$ cat config.mk
export PLATFORM = sky130hd
export DESIGN_NAME = mem_port_arbiter_flat
export DESIGN_NICKNAME = d
export VERILOG_FILES = /design/src/rtl/mem_port_arbiter_if.sv /design/src/rtl/mem_port_arbiter.sv /design/src/flat_wrapper.sv
export SDC_FILE = /design/constraint.sdc
export NUM_CORES = 1
export LEC_CHECK = 0
export CORE_MARGIN = 1.5
export CORE_UTILIZATION = 35
export CTS_CLUSTER_SIZE = 30
export DETAILED_ROUTE_END_ITERATION = 6
export PLACE_DENSITY = 0.75
export SLEW_MARGIN = 20
export SYNTH_ARGS = -nofsm -noshare
export SYNTH_HDL_FRONTEND = slang
export SYNTH_SLANG_ARGS = --single-unit
$ cat constraint.sdc
create_clock -name clk -period 5.1 [get_ports clk]
set_input_delay 1.275 -clock clk [delete_from_list [all_inputs] [get_ports clk]]
set_output_delay 1.275 -clock clk [all_outputs]
set_load 0.05 [all_outputs]
$ cat src/rtl/mem_port_arbiter_if.sv
// Bundles the two requester ports and the memory-side bus of the arbiter.
// slave modport: the arbiter. master modport: the requesters plus the memory.
// Plain wires only; no storage or timing lives in the interface.
interface mem_port_arbiter_if #(
   parameter int ADDR_W = 14
);
   logic              req0, req1;
   logic              we0, we1;
   logic              lock0, lock1;
   logic [ADDR_W-1:0] addr0, addr1;
   logic [15:0]       wdata0, wdata1;
   logic              gnt0, gnt1;
   logic              rvalid0, rvalid1;
   logic [15:0]       rdata;
   logic [ADDR_W-1:0] mem_addr;
   logic [15:0]       mem_wdata;
   logic              mem_wr_en;
   logic              mem_rd_en;
   logic [15:0]       mem_rdata;

   modport slave (
      input  req0, req1, we0, we1, lock0, lock1,
      input  addr0, addr1, wdata0, wdata1, mem_rdata,
      output gnt0, gnt1, rvalid0, rvalid1, rdata,
      output mem_addr, mem_wdata, mem_wr_en, mem_rd_en
   );

   modport master (
      output req0, req1, we0, we1, lock0, lock1,
      output addr0, addr1, wdata0, wdata1, mem_rdata,
      input  gnt0, gnt1, rvalid0, rvalid1, rdata,
      input  mem_addr, mem_wdata, mem_wr_en, mem_rd_en
   );
endinterface

$ cat src/rtl/mem_port_arbiter.sv
// Round-robin arbiter sharing one single-port memory between two requesters.
// Latency: grant one cycle after request from IDLE; read data RD_LATENCY after issue.
// Backpressure: a requester holds req until it sees gnt; one access per req&&gnt cycle.
module mem_port_arbiter #(
   parameter int ADDR_W     = 14,
   parameter int RD_LATENCY = 1,
   parameter int MAX_HOLD   = 16
) (
   input logic              clk,
   input logic              resetn,
   mem_port_arbiter_if.slave bus
);

   typedef enum logic [1:0] {
      IDLE = 2'd0,
      OWN0 = 2'd1,
      OWN1 = 2'd2
   } state_t;

   state_t            state_q, state_d;
   logic              rr_q, rr_d;
   logic [7:0]        hold_q, hold_d;
   logic [ADDR_W-1:0] addr_q, addr_d;
   logic [15:0]       wdata_q, wdata_d;
   logic [RD_LATENCY-1:0] rv_q;   // read-return valid per pipe stage
   logic [RD_LATENCY-1:0] rp_q;   // read-return port per pipe stage

   logic              cur_port;
   logic              own_req, oth_req, own_we, own_lock;
   logic [ADDR_W-1:0] own_addr;
   logic [15:0]       own_wdata;
   logic              issue, rel;
   logic [7:0]        hold_inc;

   // Select the owning port's request fields and decide issue/release this cycle.
   always_comb begin
      cur_port  = (state_q == OWN1);
      own_req   = cur_port ? bus.req1   : bus.req0;
      oth_req   = cur_port ? bus.req0   : bus.req1;
      own_we    = cur_port ? bus.we1    : bus.we0;
      own_lock  = cur_port ? bus.lock1  : bus.lock0;
      own_addr  = cur_port ? bus.addr1  : bus.addr0;
      own_wdata = cur_port ? bus.wdata1 : bus.wdata0;
      issue     = (state_q != IDLE) && own_req;
      hold_inc  = hold_q;
      if (issue && (hold_q < 8'(MAX_HOLD))) begin
         hold_inc = hold_q + 8'd1;
      end
      // The hold limit counts the access made this cycle, so the MAX_HOLD-th
      // access is the last one granted while the other port is waiting.
      rel = (state_q != IDLE) &&
            (!own_req || (issue && !own_lock) ||
             ((hold_inc == 8'(MAX_HOLD)) && oth_req));
   end

   // Next-state, round-robin pointer and hold counter.
   always_comb begin
      state_d = state_q;
      rr_d    = rr_q;
      hold_d  = hold_inc;
      case (state_q)
         IDLE: begin
            hold_d = 8'd0;
            if (bus.req0 && bus.req1) begin
               state_d = rr_q ? OWN1 : OWN0;
            end else if (bus.req0) begin
               state_d = OWN0;
            end else if (bus.req1) begin
               state_d = OWN1;
            end
         end
         OWN0, OWN1: begin
            if (rel) begin
               rr_d   = ~cur_port;
               hold_d = 8'd0;
               if (oth_req) begin
                  state_d = cur_port ? OWN0 : OWN1;
               end else begin
                  state_d = IDLE;
               end
            end
         end
         default: begin
            state_d = IDLE;
         end
      endcase
   end

   // Memory address/data follow the owner on an access and hold otherwise.
   always_comb begin
      addr_d  = addr_q;
      wdata_d = wdata_q;
      if (issue) begin
         addr_d  = own_addr;
         wdata_d = own_wdata;
      end
   end

   // Arbitration state and last memory address/data.
   always_ff @(posedge clk or negedge resetn) begin
      if (!resetn) begin
         state_q <= IDLE;
         rr_q    <= 1'b0;
         hold_q  <= 8'd0;
         addr_q  <= '0;
         wdata_q <= 16'd0;
      end else begin
         state_q <= state_d;
         rr_q    <= rr_d;
         hold_q  <= hold_d;
         addr_q  <= addr_d;
         wdata_q <= wdata_d;
      end
   end

   // Read-return pipe: tags each read with its port so data routes correctly
   // even after ownership has moved on.
   always_ff @(posedge clk or negedge resetn) begin
      if (!resetn) begin
         rv_q <= '0;
         rp_q <= '0;
      end else begin
         rv_q[0] <= issue && !own_we;
         rp_q[0] <= cur_port;
         for (int i = 1; i < RD_LATENCY; i++) begin
            rv_q[i] <= rv_q[i-1];
            rp_q[i] <= rp_q[i-1];
         end
      end
   end

   assign bus.gnt0      = (state_q == OWN0);
   assign bus.gnt1      = (state_q == OWN1);
   assign bus.mem_addr  = addr_d;
   assign bus.mem_wdata = wdata_d;
   assign bus.mem_wr_en = issue && own_we;
   assign bus.mem_rd_en = issue && !own_we;
   assign bus.rvalid0   = rv_q[RD_LATENCY-1] && !rp_q[RD_LATENCY-1];
   assign bus.rvalid1   = rv_q[RD_LATENCY-1] &&  rp_q[RD_LATENCY-1];
   assign bus.rdata     = bus.mem_rdata;

endmodule

$ cat src/flat_wrapper.sv
// flat-port wrapper written by rule: the top's interface ports become plain ports
module mem_port_arbiter_flat 
#(
   parameter int ADDR_W     = 14,
   parameter int RD_LATENCY = 1,
   parameter int MAX_HOLD   = 16
)
  (clk, resetn, bus_req0, bus_req1, bus_we0, bus_we1, bus_lock0, bus_lock1, bus_addr0, bus_addr1, bus_wdata0, bus_wdata1, bus_mem_rdata, bus_gnt0, bus_gnt1, bus_rvalid0, bus_rvalid1, bus_rdata, bus_mem_addr, bus_mem_wdata, bus_mem_wr_en, bus_mem_rd_en);
  mem_port_arbiter_if #(.ADDR_W(ADDR_W)) bus_i ();
  input logic clk;
  input logic resetn;
  input wire logic [$bits(bus_i.req0)-1:0] bus_req0;
  input wire logic [$bits(bus_i.req1)-1:0] bus_req1;
  input wire logic [$bits(bus_i.we0)-1:0] bus_we0;
  input wire logic [$bits(bus_i.we1)-1:0] bus_we1;
  input wire logic [$bits(bus_i.lock0)-1:0] bus_lock0;
  input wire logic [$bits(bus_i.lock1)-1:0] bus_lock1;
  input wire logic [$bits(bus_i.addr0)-1:0] bus_addr0;
  input wire logic [$bits(bus_i.addr1)-1:0] bus_addr1;
  input wire logic [$bits(bus_i.wdata0)-1:0] bus_wdata0;
  input wire logic [$bits(bus_i.wdata1)-1:0] bus_wdata1;
  input wire logic [$bits(bus_i.mem_rdata)-1:0] bus_mem_rdata;
  output wire logic [$bits(bus_i.gnt0)-1:0] bus_gnt0;
  output wire logic [$bits(bus_i.gnt1)-1:0] bus_gnt1;
  output wire logic [$bits(bus_i.rvalid0)-1:0] bus_rvalid0;
  output wire logic [$bits(bus_i.rvalid1)-1:0] bus_rvalid1;
  output wire logic [$bits(bus_i.rdata)-1:0] bus_rdata;
  output wire logic [$bits(bus_i.mem_addr)-1:0] bus_mem_addr;
  output wire logic [$bits(bus_i.mem_wdata)-1:0] bus_mem_wdata;
  output wire logic [$bits(bus_i.mem_wr_en)-1:0] bus_mem_wr_en;
  output wire logic [$bits(bus_i.mem_rd_en)-1:0] bus_mem_rd_en;
  assign bus_i.req0 = bus_req0;
  assign bus_i.req1 = bus_req1;
  assign bus_i.we0 = bus_we0;
  assign bus_i.we1 = bus_we1;
  assign bus_i.lock0 = bus_lock0;
  assign bus_i.lock1 = bus_lock1;
  assign bus_i.addr0 = bus_addr0;
  assign bus_i.addr1 = bus_addr1;
  assign bus_i.wdata0 = bus_wdata0;
  assign bus_i.wdata1 = bus_wdata1;
  assign bus_i.mem_rdata = bus_mem_rdata;
  assign bus_gnt0 = bus_i.gnt0;
  assign bus_gnt1 = bus_i.gnt1;
  assign bus_rvalid0 = bus_i.rvalid0;
  assign bus_rvalid1 = bus_i.rvalid1;
  assign bus_rdata = bus_i.rdata;
  assign bus_mem_addr = bus_i.mem_addr;
  assign bus_mem_wdata = bus_i.mem_wdata;
  assign bus_mem_wr_en = bus_i.mem_wr_en;
  assign bus_mem_rd_en = bus_i.mem_rd_en;
  mem_port_arbiter #(.ADDR_W(ADDR_W), .RD_LATENCY(RD_LATENCY), .MAX_HOLD(MAX_HOLD)) u_core (.clk(clk), .resetn(resetn), .bus(bus_i));
endmodule
==> key figures, run 1 <==
Status
  • Status: finished clean

Finish
  • Layout area overhead: 44.6%
  • Layout Utilization: 52.7%
  • Layout cell share with drive strength beyond 1: 16.8%
  • Nets: 410
  • # diodes: 0

Placed design
  • DP Wirelength: 4.08 mm
  • Port Buffer Count: 103
  • GPL Wtd Cong: 0.785
  • Pre-CTS WS: 0.625 ns

Run
  • Max-Cap Viols: 0

Synthesis
  • Mapped Area: 0.00233 mm2
  • Synth cell types: 35
  • FF+latch count, synth: 43
  • Top FF cell, synth: dfrtp_1
  • Top post-synthesis cells by area: dfrtp_1 46%, mux2i_1 15%, a21oi_1 6.9%
  • Top-area cell type share of the netlist area: 46.2%
  • Post-synthesis cell count: 234
  • Synth warnings: 0
  • Seq/Total Area, Yosys: 46.2%
  • Net count after synthesis: 323
  • Synth top cells by count: 43 x dfrtp_1, 42 x nor2_1, 34 x mux2i_1
  • Avg Inst Size Synth: 9.95 um2
  • FFs w/ async S/R, synth: 100%
  • Area leader, netlist: dfrtp_1
  • Number of flops mapped to enable cells by yosys: 0
  • Most frequent cell after synthesis: dfrtp_1

Clock tree
  • CTS buffer count: 5
  • CTS tree: yes
  • Clock root buffer: clkbuf_8
  • # hold bufs at CTS: 0
  • Post-cts resize count: 0
  • Setup bufs post-CTS: 0
  • Worst-Skew Late Latency: 0.29 ns
  • Sink Count: 43
  • Clk pin slew, worst setup/hold paths: 0.08 ns
  • H-Tree Level Count: 2
  • Max clock buf depth: 2

Critical path
  • Worst R2R Start: u_core.state_q[0]
  • Crit-path most repeated cell: clkdlybuf4s50_1
  • Crit. path cell count: 4
  • Reg-to-reg slack, setup: 2.71 ns
  • WP buf/inv: 2
  • RR Endpoint: u_core.state_q[0]
  • Critical path origin: bus_req1
  • CP Launch Type: primary input
  • Critical Path RT: 3.83 ns
  • Crit path capture type: primary output
  • CP max FO: 7
  • Critical path's slowest cell: clkdlybuf4s50_1
  • Worst Reg-to-Reg Cells: 7
  • Worst path top cell family by delay: buffers and inverters
  • Critical Path, Cell by Cell: clkdlybuf4s50_1 > mux2i_2 > nor3_1 > clkdlybuf4s50_1
  • Slowest stage delay, CP: 0.73 ns
  • CP endpoint: bus_mem_wr_en
  • Arrival time worst endpoint: 3.21 ns
  • WS Path Type: in -> out

Route
  • Via Count: 1908
  • Avg WL per Cell: 13.2 um
  • Antenna-violating nets left: 0
  • Via density: 4.78
  • Drt first pass iters: 4
  • Drt total wl: 5.25 mm
  • DR iter-0 viols: 136
  • DR DRC count: 0

Global routing
  • First-pass GRT wire length: 8.65 mm
  • Antenna violations before repair: 0
  • Number of global-route vias before repair: 1922
  • Gr ovfl total: 0
  • GRT Total Usage: 15.0%
  • Largest net degree at the start of global routing: 44

Pwr
  • Lkg Pwr: 1.41 nW
  • Max IR drop VDD: 0.000413 V
  • Total Power: 2.37 mW
  • Cell Pwr Density: 705 mW/mm2

Floorplan
  • I/O Pins: 136
  • Die area: 0.00715 mm2
  • Die Width: 84.6 um
  • Starting Density: 36.5%
  • Die height: 84.6 um
  • Standard-cell row count: 29
  • CORE AREA: 0.00639 mm2

Timing
  • TNS Setup: 0 ns
  • Final Max Tran Viols: 0
  • FMAX: 223 MHz
  • Worst Tran Pin Value: 0.913 ns
  • Minimum clock period: 4.48 ns
  • RSZ-0062 raised after global routing: no
  • Clk_skew: 0.00517 ns
  • Worst slew margin relative to its limit: 39.1%
  • Part of the cycle the worst path needs: 87.9%
  • Setup violators final: 0
  • Hold Fails Final Rpt: 0
  • Worst Setup Slack, final: 0.616 ns

Worst hold path
  • Hold WC Path Type: reg -> reg
[flip-flops by register name, indices dropped and copies added, names as in the netlist]
name and flops:
u_core.rp_q 1, u_core.wdata_q 16, u_core.state_q 2, u_core.rr_q 1, u_core.addr_q 14, u_core.rv_q 1, u_core.hold_q 8
[layout make-up]
class	instances	area (um2)
Fill cell	619	3020
Clock buffer	7	96.3
Multi-Input combinational cell	160	1080
Sequential cell	43	1080
Timing Repair Buffer	107	991
Tap cell	77	96.3
Clock inverter	1	7.51
Inverter	4	15.0
[power breakdown]
part | switching (mW) | internal (mW)
Clock | 0.115 | 0.123
Sequential | 0.0523 | 0.479
Combinational | 1.08 | 0.523
[worst reg2reg max path, delay by kind of cell, from the launching register on]
kind | cells | cell delay, ns
mux | 1 | 0.63
simple gates | 2 | 0.51
flops | 1 | 0.43
fa+ha+maj | 1 | 0.28
xor+xnor | 1 | 0.19
compound gates | 1 | 0.13
buf+inv | 1 | 0.10
[metal layers]
metal	vias to the layer above	wire length (um)	GRT usage (%)
met2	67	2500	24.9
met1	863	2240	18.1
met5	-	0	0
met4	0	105	4.99
met3	11	406	5.70
li1	967	-	-
[cell families (layout without fill, tap and decap cells)]
group	after synthesis	after routing	share of synthesized area, %
AOI/OAI and AO/OA	47	47	11.8
xor gates and xnor gates	3	3	1.45
adders and majority gates	5	5	2.69
buffers and inverters	31	119	7.63
DFF	43	43	46.2
muxes	35	35	15.2
and+or+nand+nor	70	70	15.0
[how the worst min path moves through the flow]
stage,start,end,slack [ns],cells past startpoint
after floorplan,u_core.hold_q[6],u_core.hold_q[6],0.48,1
after global placement,u_core.hold_q[5],u_core.hold_q[5],0.50,1
after detailed placement,u_core.hold_q[6],u_core.hold_q[6],0.50,1
after CTS,u_core.hold_q[6],u_core.hold_q[6],0.53,1
after global routing,u_core.hold_q[7],u_core.hold_q[7],0.55,1
final,u_core.hold_q[6],u_core.hold_q[6],0.53,1
[layout by cell type, fill, tap and decap left out, types with 2 or more instances in the layout]
cell type,n
nor4_4,2
and2_1,5
nand2_1,5
nand3_1,3
clkbuf_8,7
o21ai_0,2
ha_1,4
nor2_1,41
a22o_1,2
o2bb2ai_1,2
inv_1,4
a21oi_1,32
dfrtp_1,43
o21ai_1,2
nand2b_1,3
nor4_1,3
nor2b_1,2
clkdlybuf4s50_1,71
buf_4,34
nor3_1,3
mux2i_1,34
[per-stage QoR]
step                      instances  hold slack [ns]  area (um2)
final                           399            0.531        3370
after global placement          391            0.500        3260
after floorplan                 234            0.479        2330
after global routing            399            0.550        3370
after detailed placement        391            0.502        3260
after CTS                       399            0.528        3370
Note: power is estimated with default switching activity, not from simulation.
==> run 2: changes to the inputs <==
--- a/config.mk
+++ b/config.mk
@@ -6,10 +6,10 @@
 export NUM_CORES = 1
 export LEC_CHECK = 0
 export CORE_MARGIN = 1.5
-export CORE_UTILIZATION = 35
+export CORE_UTILIZATION = 41
 export CTS_CLUSTER_SIZE = 30
 export DETAILED_ROUTE_END_ITERATION = 6
-export PLACE_DENSITY = 0.75
+export PLACE_DENSITY = 0.86
 export SLEW_MARGIN = 20
 export SYNTH_ARGS = -nofsm -noshare
 export SYNTH_HDL_FRONTEND = slang
==> run 2 against run 1 <==
Clock power hardly changed. Combinational power is 4% higher. Sequential share of layout area is 0.27 points lower. Via count is 0.47% higher. Die area is 14% lower. Worst setup slack worse by 0.074 ns. Flip-flop and latch count stayed put. Design area is 0.85% higher. Critical path type unchanged. Highest routed layer unchanged. Register-to-register slack worse by 0.29 ns.
==> key figures, run 2 (same netlist as run 1, synthesis figures left out) <==
Floorplan
  • CORE AREA: 0.00551 mm2
  • I/O Pins: 136
  • Die area: 0.00614 mm2
  • Die height: 78.4 um
  • Die Width: 78.4 um
  • Starting Density: 42.3%
  • Standard-cell row count: 27

Status
  • Status: finished clean

Timing
  • Final Max Tran Viols: 0
  • RSZ-0062 raised after global routing: no
  • Worst Hold Margin: 0.531 ns
  • TNS Setup: 0 ns
  • Worst Tran Pin Value: 0.950 ns
  • Part of the cycle the worst path needs: 89.4%
  • Worst slew margin relative to its limit: 36.7%
  • FMAX: 219 MHz
  • Clk_skew: 0.00845 ns
  • Hold Fails Final Rpt: 0
  • Setup violators final: 0
  • Minimum clock period: 4.56 ns

Finish
  • # diodes: 0
  • Layout area overhead: 45.8%
  • Nets: 408
  • Largest Register: u_core.wdata_q
  • Most common cell after layout, fill and taps aside: clkdlybuf4s50_1
  • Max reg flops: 16
  • Layout cell share with drive strength beyond 1: 16.3%
  • Post-route cell area: 0.00340 mm2
  • Biggest regs: u_core.wdata_q (16), u_core.addr_q (14), u_core.hold_q (8)
  • Commonest non-fill, non-tap cells in the layout: 71 x clkdlybuf4s50_1, 43 x dfrtp_1, 41 x nor2_1
  • Fillers: 462

Critical path
  • CP Launch Type: primary input
  • Crit path capture type: primary output
  • CP max FO: 47
  • WS Path Type: in -> out
  • Critical Path RT: 3.83 ns
  • Arrival time worst endpoint: 3.28 ns

Clock tree
  • CTS buffer count: 5
  • Sink Count: 43
  • Max clock buf depth: 2
  • # hold bufs at CTS: 0
  • Post-cts resize count: 0
  • Setup bufs post-CTS: 0
  • Worst-Skew Late Latency: 0.29 ns
  • Clk pin slew, worst setup/hold paths: 0.07 ns
  • CTS tree: yes
  • Clock root buffer: clkbuf_8
  • H-Tree Level Count: 2

Global routing
  • Largest net degree at the start of global routing: 48
  • Antenna violations before repair: 0
  • Gr ovfl total: 0
  • Number of global-route vias before repair: 1887
  • First-pass GRT wire length: 8.81 mm
  • GRT Total Usage: 18.3%

Placed design
  • Post-DP Area: 0.00329 mm2
  • DP Wirelength: 4.24 mm
  • Port Buffer Count: 103
  • GPL Wtd Cong: 0.871

Route
  • Via density: 4.89
  • Avg WL per Cell: 14.1 um
  • Drt total wl: 5.52 mm
  • Antenna-violating nets left: 0
  • Via Count: 1917
  • DR DRC count: 0
  • Drt first pass iters: 4
  • DR iter-0 viols: 56

Run
  • Max-Cap Viols: 0

Pwr
  • Total Power: 2.43 mW
  • Max IR drop VDD: 0.000556 V
  • Cell Pwr Density: 716 mW/mm2
  • Lkg Pwr: 1.42 nW

Worst hold path
  • Hold WC Path Type: reg -> reg
run 2: changes by cell type in the layout (fill, tap and decap cells not counted), sizes merged:
cell	delta
buf	-2
run 2: metrics by stage:
stage / worst slack [ns] / util, % / std cells
2_1_floorplan: 0.938 / - / 234
3_3_place_gp: 0.645 / 59.8 / 384
3_5_place_dp: 0.538 / 59.8 / 384
4_1_cts: 0.528 / 61.7 / 392
5_1_grt: 0.401 / 61.7 / 392
6_report: 0.542 / 61.7 / 392
run 2: final cells by class:
type,count,area (um2),area share (%)
flip-flops and latches,43,1080,31.7
inverters,4,15.0,0.442
well taps,72,90.1,2.65
clock buffers,7,96.3,2.84
clock inverters,1,7.51,0.221
multi-input cells,160,1080,31.9
repair buffers,105,1030,30.2
run 2: path summary, 6_finish.rpt:
path	startpoint	to	slack, ns	cells past startpoint
setup / recovery	bus_req1	bus_mem_wdata[14]	0.54	6
hold / removal	u_core.hold_q[6]	u_core.hold_q[6]	0.53	1
setup reg to reg	u_core.state_q[0]	u_core.state_q[0]	2.42	7
hold reg to reg	u_core.hold_q[6]	u_core.hold_q[6]	0.53	1
max in group asynchronous	resetn	u_core.addr_q[7]	3.38	1
min in group asynchronous	resetn	u_core.hold_q[7]	1.13	1
run 2: layer usage:
metal / GRT usage [%] / vias up / part of all wire, %
met2: 30.7 / 77 / 49
met3: 6.98 / 9 / 9.3
li1: - / 962 / -
met5: 0 / - / 0
met4: 6.43 / 0 / 1.4
met1: 21.5 / 869 / 40
run 2: critical path: stages:
cell and delay [ns]:
clkdlybuf4s50_1 0.51, mux2i_2 0.58, nor2_4 0.19, buf_12 0.23, a21oi_1 0.30, buf_12 0.18
run 2: where the power goes:
| part | internal (mW) | leakage, nW | switching (mW) | total [mW] |
|---|---|---|---|---|
| sequential | 0.479 | 0.505 | 0.0525 | 0.532 |
| combinational | 0.564 | 0.863 | 1.10 | 1.66 |
| clock | 0.123 | 0.0505 | 0.115 | 0.238 |
